===== config.mk =====
export PLATFORM = sky130hd
export DESIGN_NAME = pe_seq_ctl
export DESIGN_NICKNAME = d
export VERILOG_FILES = /design/src/rtl/pe_seq_pkg.sv /design/src/rtl/pe_seq_ctl_cnt3.sv /design/src/rtl/pe_seq_ctl.sv
export SDC_FILE = /design/constraint.sdc
export NUM_CORES = 1
export LEC_CHECK = 0
export BUFFER_PORTS_ARGS = -buffer_cell sky130_fd_sc_hd__buf_4
export CAP_MARGIN = 0
export CORE_ASPECT_RATIO = 0.5
export CORE_UTILIZATION = 45
export CTS_CLUSTER_SIZE = 14
export DETAILED_ROUTE_END_ITERATION = 16
export PLACE_DENSITY = 0.67
export SLEW_MARGIN = 25
export SYNTH_ARGS = -nofsm -noshare
export SYNTH_HDL_FRONTEND = slang
export SYNTH_SLANG_ARGS = --single-unit

===== constraint.sdc =====
create_clock -name i_clk -period 4 [get_ports i_clk]
set_input_delay 0.8 -clock i_clk [delete_from_list [all_inputs] [get_ports i_clk]]
set_output_delay 0.8 -clock i_clk [all_outputs]
set_load 0.05 [all_outputs]

===== src/rtl/pe_seq_pkg.sv =====
// Shared types for the PE sequencer: host config word, fetch-stage control
// word, FSM state encoding and a small width helper.
package pe_seq_pkg;

  // Default field widths; the port structs below are sized by these.
  localparam int SEQ_TAPW    = 4;
  localparam int SEQ_CHW     = 8;
  localparam int SEQ_OUTW    = 10;
  localparam int SEQ_MAXINFL = 8;

  // Layer configuration as presented by the host. Counts are stored minus one.
  typedef struct packed {
    logic [SEQ_TAPW-1:0] ntap_m1;
    logic [SEQ_CHW-1:0]  nch_m1;
    logic [SEQ_OUTW-1:0] nout_m1;
  } SeqCfg;

  // One beat to the fetch stage, tagged with psum clear/last.
  typedef struct packed {
    logic                psum_clr;
    logic                psum_last;
    logic [SEQ_TAPW-1:0] tap;
    logic [SEQ_CHW-1:0]  ch;
    logic [SEQ_OUTW-1:0] out;
  } SeqCtl;

  // Sequencer FSM states.
  typedef enum logic [1:0] {
    ST_IDLE  = 2'd0,
    ST_RUN   = 2'd1,
    ST_DRAIN = 2'd2
  } seq_state_e;

  // Bits needed for a counter holding 0..max_val inclusive.
  function automatic int cnt_width(input int max_val);
    return (max_val < 1) ? 1 : $clog2(max_val + 1);
  endfunction

endpackage


===== src/rtl/pe_seq_ctl_cnt3.sv =====
// Cascaded tap/channel/output loop counter. tap is the innermost level; each
// level wraps to zero at its programmed maximum and carries into the next.
// The wrap flags are combinational compares against the current value, so the
// parent can tell whether the beat currently held is the end of a level.
module seq_cnt3
  import pe_seq_pkg::*;
#(
  parameter int TAPW = SEQ_TAPW,
  parameter int CHW  = SEQ_CHW,
  parameter int OUTW = SEQ_OUTW
) (
  input  logic            clk,
  input  logic            rst,
  input  logic            clr,
  input  logic            inc,
  input  logic [TAPW-1:0] tap_max,
  input  logic [CHW-1:0]  ch_max,
  input  logic [OUTW-1:0] out_max,
  output logic [TAPW-1:0] tap,
  output logic [CHW-1:0]  ch,
  output logic [OUTW-1:0] out,
  output logic            tap_wrap,
  output logic            ch_wrap,
  output logic            out_wrap
);

  assign tap_wrap = (tap == tap_max);
  assign ch_wrap  = (ch == ch_max);
  assign out_wrap = (out == out_max);

  // Advance the loop nest by one beat; clear restarts it at (0,0,0).
  always_ff @(posedge clk) begin
    // NOTE: non-blocking assignments so each level decides its carry from the
    // pre-edge values of the levels below it, independent of statement order.
    if (rst || clr) begin
      tap <= '0;
      ch  <= '0;
      out <= '0;
    end else if (inc) begin
      if (tap_wrap) begin
        tap <= '0;
        if (ch_wrap) begin
          ch  <= '0;
          out <= out_wrap ? '0 : out + 1'b1;
        end else begin
          ch <= ch + 1'b1;
        end
      end else begin
        tap <= tap + 1'b1;
      end
    end
  end

endmodule


===== src/rtl/pe_seq_ctl.sv =====
// PE pipeline sequencer. Accepts one layer config from the host, walks the
// tap/channel/output loop nest issuing one control word per beat to the fetch
// stage, throttles last beats while the in-flight psum budget is exhausted,
// then drains until the sum stage has retired every psum and pulses o_done.
//
// ctl_rdy and o_ctl are decoded from registered state only (FSM state, loop
// counters, in-flight count), so a beat appears the cycle after the previous
// ack and nothing downstream sees a combinational path from any input.
module pe_seq_ctl
  import pe_seq_pkg::*;
#(
  // Field widths size the port structs and must match the package defaults.
  parameter int TAPW    = SEQ_TAPW,
  parameter int CHW     = SEQ_CHW,
  parameter int OUTW    = SEQ_OUTW,
  // Max psums whose last beat has been issued but not yet retired.
  parameter int MAXINFL = SEQ_MAXINFL
) (
  input  logic  i_clk,
  input  logic  i_rst,
  input  logic  cfg_rdy,
  output logic  cfg_ack,
  input  SeqCfg i_cfg,
  output logic  ctl_rdy,
  input  logic  ctl_ack,
  output SeqCtl o_ctl,
  input  logic  ret_rdy,
  output logic  ret_ack,
  input  logic  i_abort,
  output logic  o_busy,
  output logic  o_done,
  output logic  o_err
);

  localparam int            IW       = cnt_width(MAXINFL);
  localparam logic [IW-1:0] INFL_MAX = IW'(MAXINFL);

  // FSM and bookkeeping registers
  seq_state_e    state, state_nxt;
  SeqCfg         cfg_q;
  logic          abort_pend, abort_pend_nxt;
  logic [IW-1:0] inflight, inflight_nxt;
  logic          err_q, err_nxt;
  logic          cfg_ack_q;
  logic          ret_ack_q;
  logic          done_q;

  // Loop counter interface
  logic [TAPW-1:0] tap;
  logic [CHW-1:0]  ch;
  logic [OUTW-1:0] out;
  logic            tap_wrap, ch_wrap, out_wrap;
  logic            cnt_clr, cnt_inc;

  // Decoded conditions
  logic cfg_xfer, ctl_xfer, ret_xfer;
  logic beat_clr, beat_last, beat_final;
  logic infl_full, infl_inc;
  logic abort_eff;

  seq_cnt3 #(
    .TAPW (TAPW),
    .CHW  (CHW),
    .OUTW (OUTW)
  ) u_cnt (
    .clk      (i_clk),
    .rst      (i_rst),
    .clr      (cnt_clr),
    .inc      (cnt_inc),
    .tap_max  (cfg_q.ntap_m1),
    .ch_max   (cfg_q.nch_m1),
    .out_max  (cfg_q.nout_m1),
    .tap      (tap),
    .ch       (ch),
    .out      (out),
    .tap_wrap (tap_wrap),
    .ch_wrap  (ch_wrap),
    .out_wrap (out_wrap)
  );

  // The counters always hold the beat that is presented (or waiting) in RUN.
  assign beat_clr   = (tap == '0) && (ch == '0);
  assign beat_last  = tap_wrap & ch_wrap;
  assign beat_final = beat_last & out_wrap;
  assign infl_full  = (inflight == INFL_MAX);

  // Only a last beat is held back, and only while the psum budget is spent.
  assign ctl_rdy = (state == ST_RUN) && !(beat_last && infl_full);

  // cfg_ack_q is high only in IDLE, so a cfg transfer implies IDLE.
  assign cfg_xfer  = cfg_rdy & cfg_ack_q;
  assign ctl_xfer  = ctl_rdy & ctl_ack;
  assign ret_xfer  = ret_rdy & ret_ack_q;
  assign infl_inc  = ctl_xfer & beat_last;
  // A pulse seen in the same cycle as an ack already stops the next beat.
  assign abort_eff = abort_pend | i_abort;

  assign cfg_ack = cfg_ack_q;
  assign ret_ack = ret_ack_q;
  assign o_busy  = (state != ST_IDLE);
  assign o_done  = done_q;
  assign o_err   = err_q;

  // Control word to the fetch stage; forced to zero when no beat is offered.
  always_comb begin
    // NOTE: every signal written here is given a default first, so no path
    // through the block leaves it unassigned and no latch is inferred.
    o_ctl = '0;
    if (ctl_rdy) begin
      o_ctl.psum_clr  = beat_clr;
      o_ctl.psum_last = beat_last;
      o_ctl.tap       = tap;
      o_ctl.ch        = ch;
      o_ctl.out       = out;
    end
  end

  // Next state, counter control and abort bookkeeping.
  always_comb begin
    state_nxt      = state;
    abort_pend_nxt = 1'b0;
    cnt_clr        = 1'b0;
    cnt_inc        = 1'b0;
    unique case (state)
      ST_IDLE: begin
        if (cfg_xfer) begin
          cnt_clr   = 1'b1;
          state_nxt = ST_RUN;
        end
      end
      ST_RUN: begin
        if (ctl_xfer) begin
          // The acked beat was the final one, or an abort is pending: stop.
          if (beat_final || abort_eff) begin
            state_nxt = ST_DRAIN;
          end else begin
            cnt_inc = 1'b1;
          end
        end else if (!ctl_rdy && abort_eff) begin
          // Throttled: nothing is on the bus, so an abort can leave at once.
          state_nxt = ST_DRAIN;
        end
        abort_pend_nxt = abort_eff && (state_nxt == ST_RUN);
      end
      ST_DRAIN: begin
        if (inflight == '0) begin
          state_nxt = ST_IDLE;
        end
      end
      default: begin
        state_nxt = ST_IDLE;
      end
    endcase
  end

  // In-flight psum count and the sticky retire-underflow error.
  always_comb begin
    inflight_nxt = inflight;
    err_nxt      = err_q;
    if (infl_inc && !ret_xfer) begin
      inflight_nxt = inflight + 1'b1;
    end else if (ret_xfer && !infl_inc) begin
      if (inflight == '0) begin
        err_nxt = 1'b1;
      end else begin
        inflight_nxt = inflight - 1'b1;
      end
    end
    // A new job starts from a clean slate.
    if (cfg_xfer) begin
      inflight_nxt = '0;
      err_nxt      = 1'b0;
    end
  end

  // State register; every output flop is forced low while i_rst is high.
  always_ff @(posedge i_clk) begin
    // NOTE: i_rst is sampled on the clock edge like any other input; it is
    // deliberately absent from the sensitivity list.
    if (i_rst) begin
      state      <= ST_IDLE;
      cfg_q      <= '0;
      abort_pend <= 1'b0;
      inflight   <= '0;
      err_q      <= 1'b0;
      cfg_ack_q  <= 1'b0;
      ret_ack_q  <= 1'b0;
      done_q     <= 1'b0;
    end else begin
      state      <= state_nxt;
      if (cfg_xfer) begin
        cfg_q <= i_cfg;
      end
      abort_pend <= abort_pend_nxt;
      inflight   <= inflight_nxt;
      err_q      <= err_nxt;
      cfg_ack_q  <= (state_nxt == ST_IDLE);
      ret_ack_q  <= 1'b1;
      done_q     <= (state == ST_DRAIN) && (state_nxt == ST_IDLE);
    end
  end

endmodule


======== Word level (Yosys, flattened, before mapping) ========
Index checks and enable logic that the tools add are counted.
cells by class
  bitwise operators ....................... 9
  reductions and logical operators ........ 27
  mux-type cells .......................... 20
  add/sub/neg operators ................... 5
  eq/ne operators ......................... 8
operators with widths
  kind                   number
  $mux 24                1
  $mux 4                 4
  $mux 2                 6
  $add 10x1->10 const B  1
  $eq 10x10->1           1
  $mux 10                1
  $add 4x1->4 const B    2
  $add 8x1->8 const B    1
  $eq 8x8->1             1
  $logic_and 1x1->1      8
  $logic_not 4->1        2
  $logic_not 8->1        1
  $mux 8                 1
  $and 1x1->1            6
  $mux 1                 6
  $pmux 2 s3             1
  $reduce_and 3->1       2
  $eq 2x1->1 const B     2
  $eq 4x4->1             1
  $eq 4x4->1 const B     1
  $logic_not 1->1        4
  $logic_not 2->1        2
  $reduce_and 2->1       2
  $reduce_bool 2->1      2
  7 further kinds        10
word-level totals
  register bits ........................... 55
  output and inout port bits .............. 30
  logic and storage cells ................. 82
  input port bits ......................... 28

======== Depth between registers and ports, before layout ========
  depth after elaboration ................. 13
  depth in mapped cells ................... 14
  gate-level depth less buffers ........... 13

======== Hierarchy ========
A second synthesis with hierarchy kept.
unflattened totals
  cells, all modules ...................... 334
  area total of the unflattened synthesis .. 2826.5 sq um
by module, submodules not included
  module      cells each  area an instance (sq um)  times used  sequential area each (sq um)
  pe_seq_ctl  191         1514.0                    1           660.6
  seq_cnt3    143         1312.5                    1           440.4

======== Worst setup path before layout ========
No wires, ideal clock.
  path kind ............................... flip-flop to flip-flop
  from .................................... reg u_cnt.tap[3]
  to ...................................... reg inflight[3]
  period minus slack after synthesis ...... 3.222 ns
  stages on the path, launching flop included .. 15
  path slack .............................. 0.778 ns
  library setup time ...................... 0.070 ns
  arrival ................................. 3.152 ns
  required time ........................... 3.930 ns
  path through ............................ dfxtp_1 xor2_1 or4_4 buf_6 nor4_4 nand3_1 inv_1 ha_1 inv_1 ha_1 a21o_1 a21oi_1 xnor2_1 or4_1 a21oi_1
on the way
  longest elaborated chain between the ends .. 11
  elaborated cells on any way between the ends .. 14
  those cells by class .................... eq/ne: 2; mux: 1; bitwise: 3; reduce/logical: 8
RTL lines
  item                         RTL line               text
  start, declared              pe_seq_ctl_cnt3.sv:19  output logic [TAPW-1:0] tap,
  start signal, assigned       pe_seq_ctl_cnt3.sv:49  tap <= tap + 1'b1;
  $eq 4x4->1 *                 pe_seq_ctl_cnt3.sv:27  assign tap_wrap = (tap == tap_max);
  $and 1x1->1 *                pe_seq_ctl.sv:83       assign beat_last = tap_wrap & ch_wrap;
  $logic_and 1x1->1            pe_seq_ctl.sv:88       assign ctl_rdy = (state == ST_RUN) && !(beat_last && infl_full);
  $logic_not 1->1              pe_seq_ctl.sv:88
  $logic_and 1x1->1            pe_seq_ctl.sv:88
  $and 1x1->1                  pe_seq_ctl.sv:92       assign ctl_xfer = ctl_rdy & ctl_ack;
  $and 1x1->1 *                pe_seq_ctl.sv:94       assign infl_inc = ctl_xfer & beat_last;
  $logic_not 1->1              pe_seq_ctl.sv:162      end else if (ret_xfer && !infl_inc) begin
  $logic_and 1x1->1            pe_seq_ctl.sv:162
  $reduce_bool 2->1 (no line)  --
  $reduce_and 2->1 (no line)   --
  end signal, assigned         pe_seq_ctl.sv:195      inflight <= inflight_nxt;
  end, declared                pe_seq_ctl.sv:42       logic [IW-1:0] inflight, inflight_nxt;
Every way passes the cells marked *; elsewhere a longest branch is shown, timed or not.
A chain may end at the register's enable or synchronous reset.

======== Final worst setup path ========
  from .................................... reg u_cnt.ch[0]
  to ...................................... reg inflight[3]
on the way
  longest elaborated chain between the ends .. 11
  elaborated cells on any way between the ends .. 14
  those cells by class .................... eq/ne: 2; mux: 1; bitwise: 3; reduce/logical: 8
RTL lines
  item                         RTL line               text
  start, declared              pe_seq_ctl_cnt3.sv:20  output logic [CHW-1:0] ch,
  start signal, assigned       pe_seq_ctl_cnt3.sv:46  ch <= ch + 1'b1;
  $eq 8x8->1 *                 pe_seq_ctl_cnt3.sv:28  assign ch_wrap = (ch == ch_max);
  $and 1x1->1 *                pe_seq_ctl.sv:83
  $logic_and 1x1->1            pe_seq_ctl.sv:88
  $logic_not 1->1              pe_seq_ctl.sv:88
  $logic_and 1x1->1            pe_seq_ctl.sv:88
  $and 1x1->1                  pe_seq_ctl.sv:92
  $and 1x1->1 *                pe_seq_ctl.sv:94
  $logic_not 1->1              pe_seq_ctl.sv:162
  $logic_and 1x1->1            pe_seq_ctl.sv:162
  $reduce_bool 2->1 (no line)  --
  $reduce_and 2->1 (no line)   --
Marks and branches as above.

==> results.py <==
metrics = {
    "run_status": {
        "status": "finished, final reports clean",
    },
    "sta": {
        "hold_viol": 0,
        "min_period_ns": 3.29,
        "max_freq_ghz": 0.304,
        "rsz0062_at_grt": "no",
        "finalSetupTns_ns": 0,
        "tightest_slew_ns": 0.901,
        "relSlewSlack_pct": 39.8,
        "finClkSkew_ns": 0.00742,
        "finalSetupViolations": 0,
        "slew_viol_final": 0,
        "period_share_pct": 82.4,
        "setup_ws_ns": 0.705,
    },
    "routing": {
        "vias": 2971,
        "drc": 0,
        "drt_iter0_drc": 262,
        "final_antenna_net_count": 0,
        "routed_via_density": 5.62,
        "wire_per_inst_um": 15.9,
        "drt-pass1-iter-count": 4,
        "routed_wl_um": 8420,
    },
    "critical_path": {
        "worstPathRequired_ns": 4.23,
        "crit_path_end_kind": "flop",
        "critPathLaunch": "u_cnt.ch[0]",
        "worst-setup-path-type": "reg -> reg",
        "timing.rr.start": "u_cnt.ch[0]",
        "cp_max_fo": 7,
        "startpoint_type": "flop",
        "worstPathArrival_ns": 3.53,
    },
    "finish": {
        "antenna_cells": 0,
        "fin_nets": 474,
        "drive_gt1_share_pct": 20.8,
        "syn2layout_area_growth_pct": 20.0,
    },
    "floorplanning": {
        "rows": 21,
        "ioPinCount": 58,
        "die_w_um": 121,
        "start_util_pct": 47.4,
        "die_h_um": 61.7,
        "die_area_um2": 7500,
        "core-area_um2": 6780,
    },
    "power_and_ir_drop": {
        "cellPowerDensity_nw_per_um2": 368,
        "p_int_w": 0.000975,
        "power_frac_clock_pct": 36.1,
        "total_power_w": 0.00142,
        "ir_worst_vdd_v": 0.000190,
        "power_frac_seq_pct": 41.1,
        "sw_frac_of_total_pct": 31.3,
        "p_leak_nw": 1.43,
        "p_comb_share_pct": 22.8,
        "p_switching_w": 0.000444,
    },
    "global_route": {
        "grt_use_total_pct": 24.1,
        "overflow": 0,
        "antenna_found_initial": 0,
        "grt_pass1_wl_um": 13600,
        "grt_pass1_vias": 2858,
        "grt_max_degree": 28,
    },
    "placement": {
        "dpl_worst_slack_ns": 0.771,
        "portBuffers": 57,
        "gp_congestion": 0.912,
        "place_hpwl_um": 6200,
    },
    "synth": {
        "synth_top_cell_by_area": "dfxtp_1",
        "synth-seq-area-share_pct": 34.3,
        "synth.cell_area_um2": 3210,
        "ys_top_cells_by_area": "dfxtp_1 (34%), nand2_1 (7.8%), a21oi_1 (6.4%)",
        "synth_flop_cell": "dfxtp_1",
        "ys_seq_elements": 55,
        "synth_cells": 385,
        "avgSynthCellArea_um2": 8.34,
        "async_flop_share_pct": 0,
        "yosys.area.top_type_share_pct": 34.3,
        "syn-num-nets": 423,
        "synth_edf_count": 0,
        "ys_warn_count": 0,
        "ys_types": 59,
    },
    "clocking": {
        "cts_tree": "yes",
        "post_cts_buffers": 0,
        "cts_buffers": 5,
        "clkLatencyLatePin_ns": 0.30,
        "clock_path_buffers": 2,
        "htreeDepth": 2,
        "clk_pin_slew_worst_paths_ns": 0.07,
        "ctsHoldBuffers": 0,
        "cts_sinks": 55,
        "ctsResizeCount": 0,
        "root_buffer": "clkbuf_16",
    },
    "hold_path": {
        "hold_start": "cfg_q[6]",
        "hp-class": "reg -> reg",
    },
    "job": {
        "cap_violations": 0,
    },
}
==> worst paths after layout <==
kind                 end  slack [ns]  cells after the start
max reg2reg  inflight[3]        0.71                     13
min reg2reg     cfg_q[6]        0.47                      2
min             cfg_q[6]        0.47                      2
max          inflight[3]        0.71                     13
==> sequential cells by signal, indices dropped and copies added, names as in the netlist <==
signal and flops:
cfg_q 22, u_cnt.out 10, u_cnt.ch 8, inflight 4
u_cnt.tap 4, state 2, abort_pend 1, cfg_ack 1
o_done 1, o_err 1, ret_ack 1
==> metrics by stage <==
stage / util, % / hold WS, ns / cells / cell area (um^2)
2_1_floorplan: - / 0.448 / 385 / 3210
3_3_place_gp: 54.2 / 0.462 / 521 / 3680
3_5_place_dp: 54.2 / 0.465 / 521 / 3680
4_1_cts: 56.8 / 0.476 / 529 / 3850
5_1_grt: 56.9 / 0.500 / 529 / 3850
6_report: 56.9 / 0.475 / 529 / 3850
==> cells in the mapped netlist, types with 2 or more instances <==
library cell,instances
a21oi_1,41
a311o_1,6
a31oi_1,2
a41oi_1,2
and2_1,22
and3_1,3
and4_1,2
buf_6,5
clkbuf_1,12
dfxtp_1,55
ha_1,9
inv_1,11
mux2i_1,13
nand2_1,67
nand2b_1,2
nand3_1,12
nand4_1,8
nand4_2,2
nor2_1,14
nor3_1,5
nor4_1,10
o211ai_1,7
o21ai_1,3
o31ai_1,4
o31ai_2,2
or2_0,2
or2_1,3
or2_2,3
or3_1,2
or4_1,4
xnor2_1,21
xor2_1,4
==> per-layer routing <==
layer	track usage, %	up-vias	part of all wire [%]
met4	8.82	0	1.3
met3	5.38	13	5.0
met2	41.3	82	47
met5	0	-	0
met1	30.6	1412	47
li1	-	1464	-
==> power by group through the flow <==
stage	Combinational (W)	Clock [W]	Sequential, W
5_1_grt	0.000351	0.000544	0.000587
3_3_place_gp	0.000315	0	0.000596
3_5_place_dp	0.000317	0	0.000597
2_1_floorplan	0.000225	0	0.000603
6_report	0.000323	0.000512	0.000584
4_1_cts	0.000319	0.000521	0.000584
==> cells in the final DEF (no fill, tap or decap), types with 7 or more instances in the layout <==
cell type / n
mux2i_1: 13
and2_1: 23
nand2_1: 67
dfxtp_1: 55
xnor2_1: 21
o211ai_1: 7
ha_1: 9
nor4_1: 10
nor2_1: 14
buf_4: 64
inv_1: 11
nand3_1: 12
a21oi_1: 41
nand4_1: 8
==> critical path: stages, from the launching register on <==
cell	delay [ns]
dfxtp_1	0.49
xnor2_1	0.18
nand4_1	0.34
nor4_4	0.39
nand3_1	0.14
inv_1	0.09
ha_1	0.20
inv_1	0.10
ha_1	0.28
a21o_1	0.17
a21oi_1	0.17
xnor2_1	0.11
or4_1	0.42
a21oi_1	0.16
==> area by class of cell <==
| cell class | instances | area, um^2 |
|---|---|---|
| clock inverter | 3 | 46.3 |
| tap | 92 | 115 |
| timing repair buffer | 64 | 480 |
| fill | 636 | 2920 |
| clock buffer | 5 | 125 |
| sequential | 55 | 1100 |
| multi-input combinational | 299 | 1950 |
| inverter | 11 | 41.3 |
==> kinds of logic after synthesis <==
kind of cell               Yosys count  share of synthesized area, %
AOI/OAI and AO/OA                   74                          15.3
DFF                                 55                          34.3
buffers and inverters               31                          5.38
and+or+nand+nor                    177                          30.0
xor gates and xnor gates            25                          6.82
muxes                               13                          4.05
adders and majority gates           10                          4.13
(Power assumes the default switching activity.)
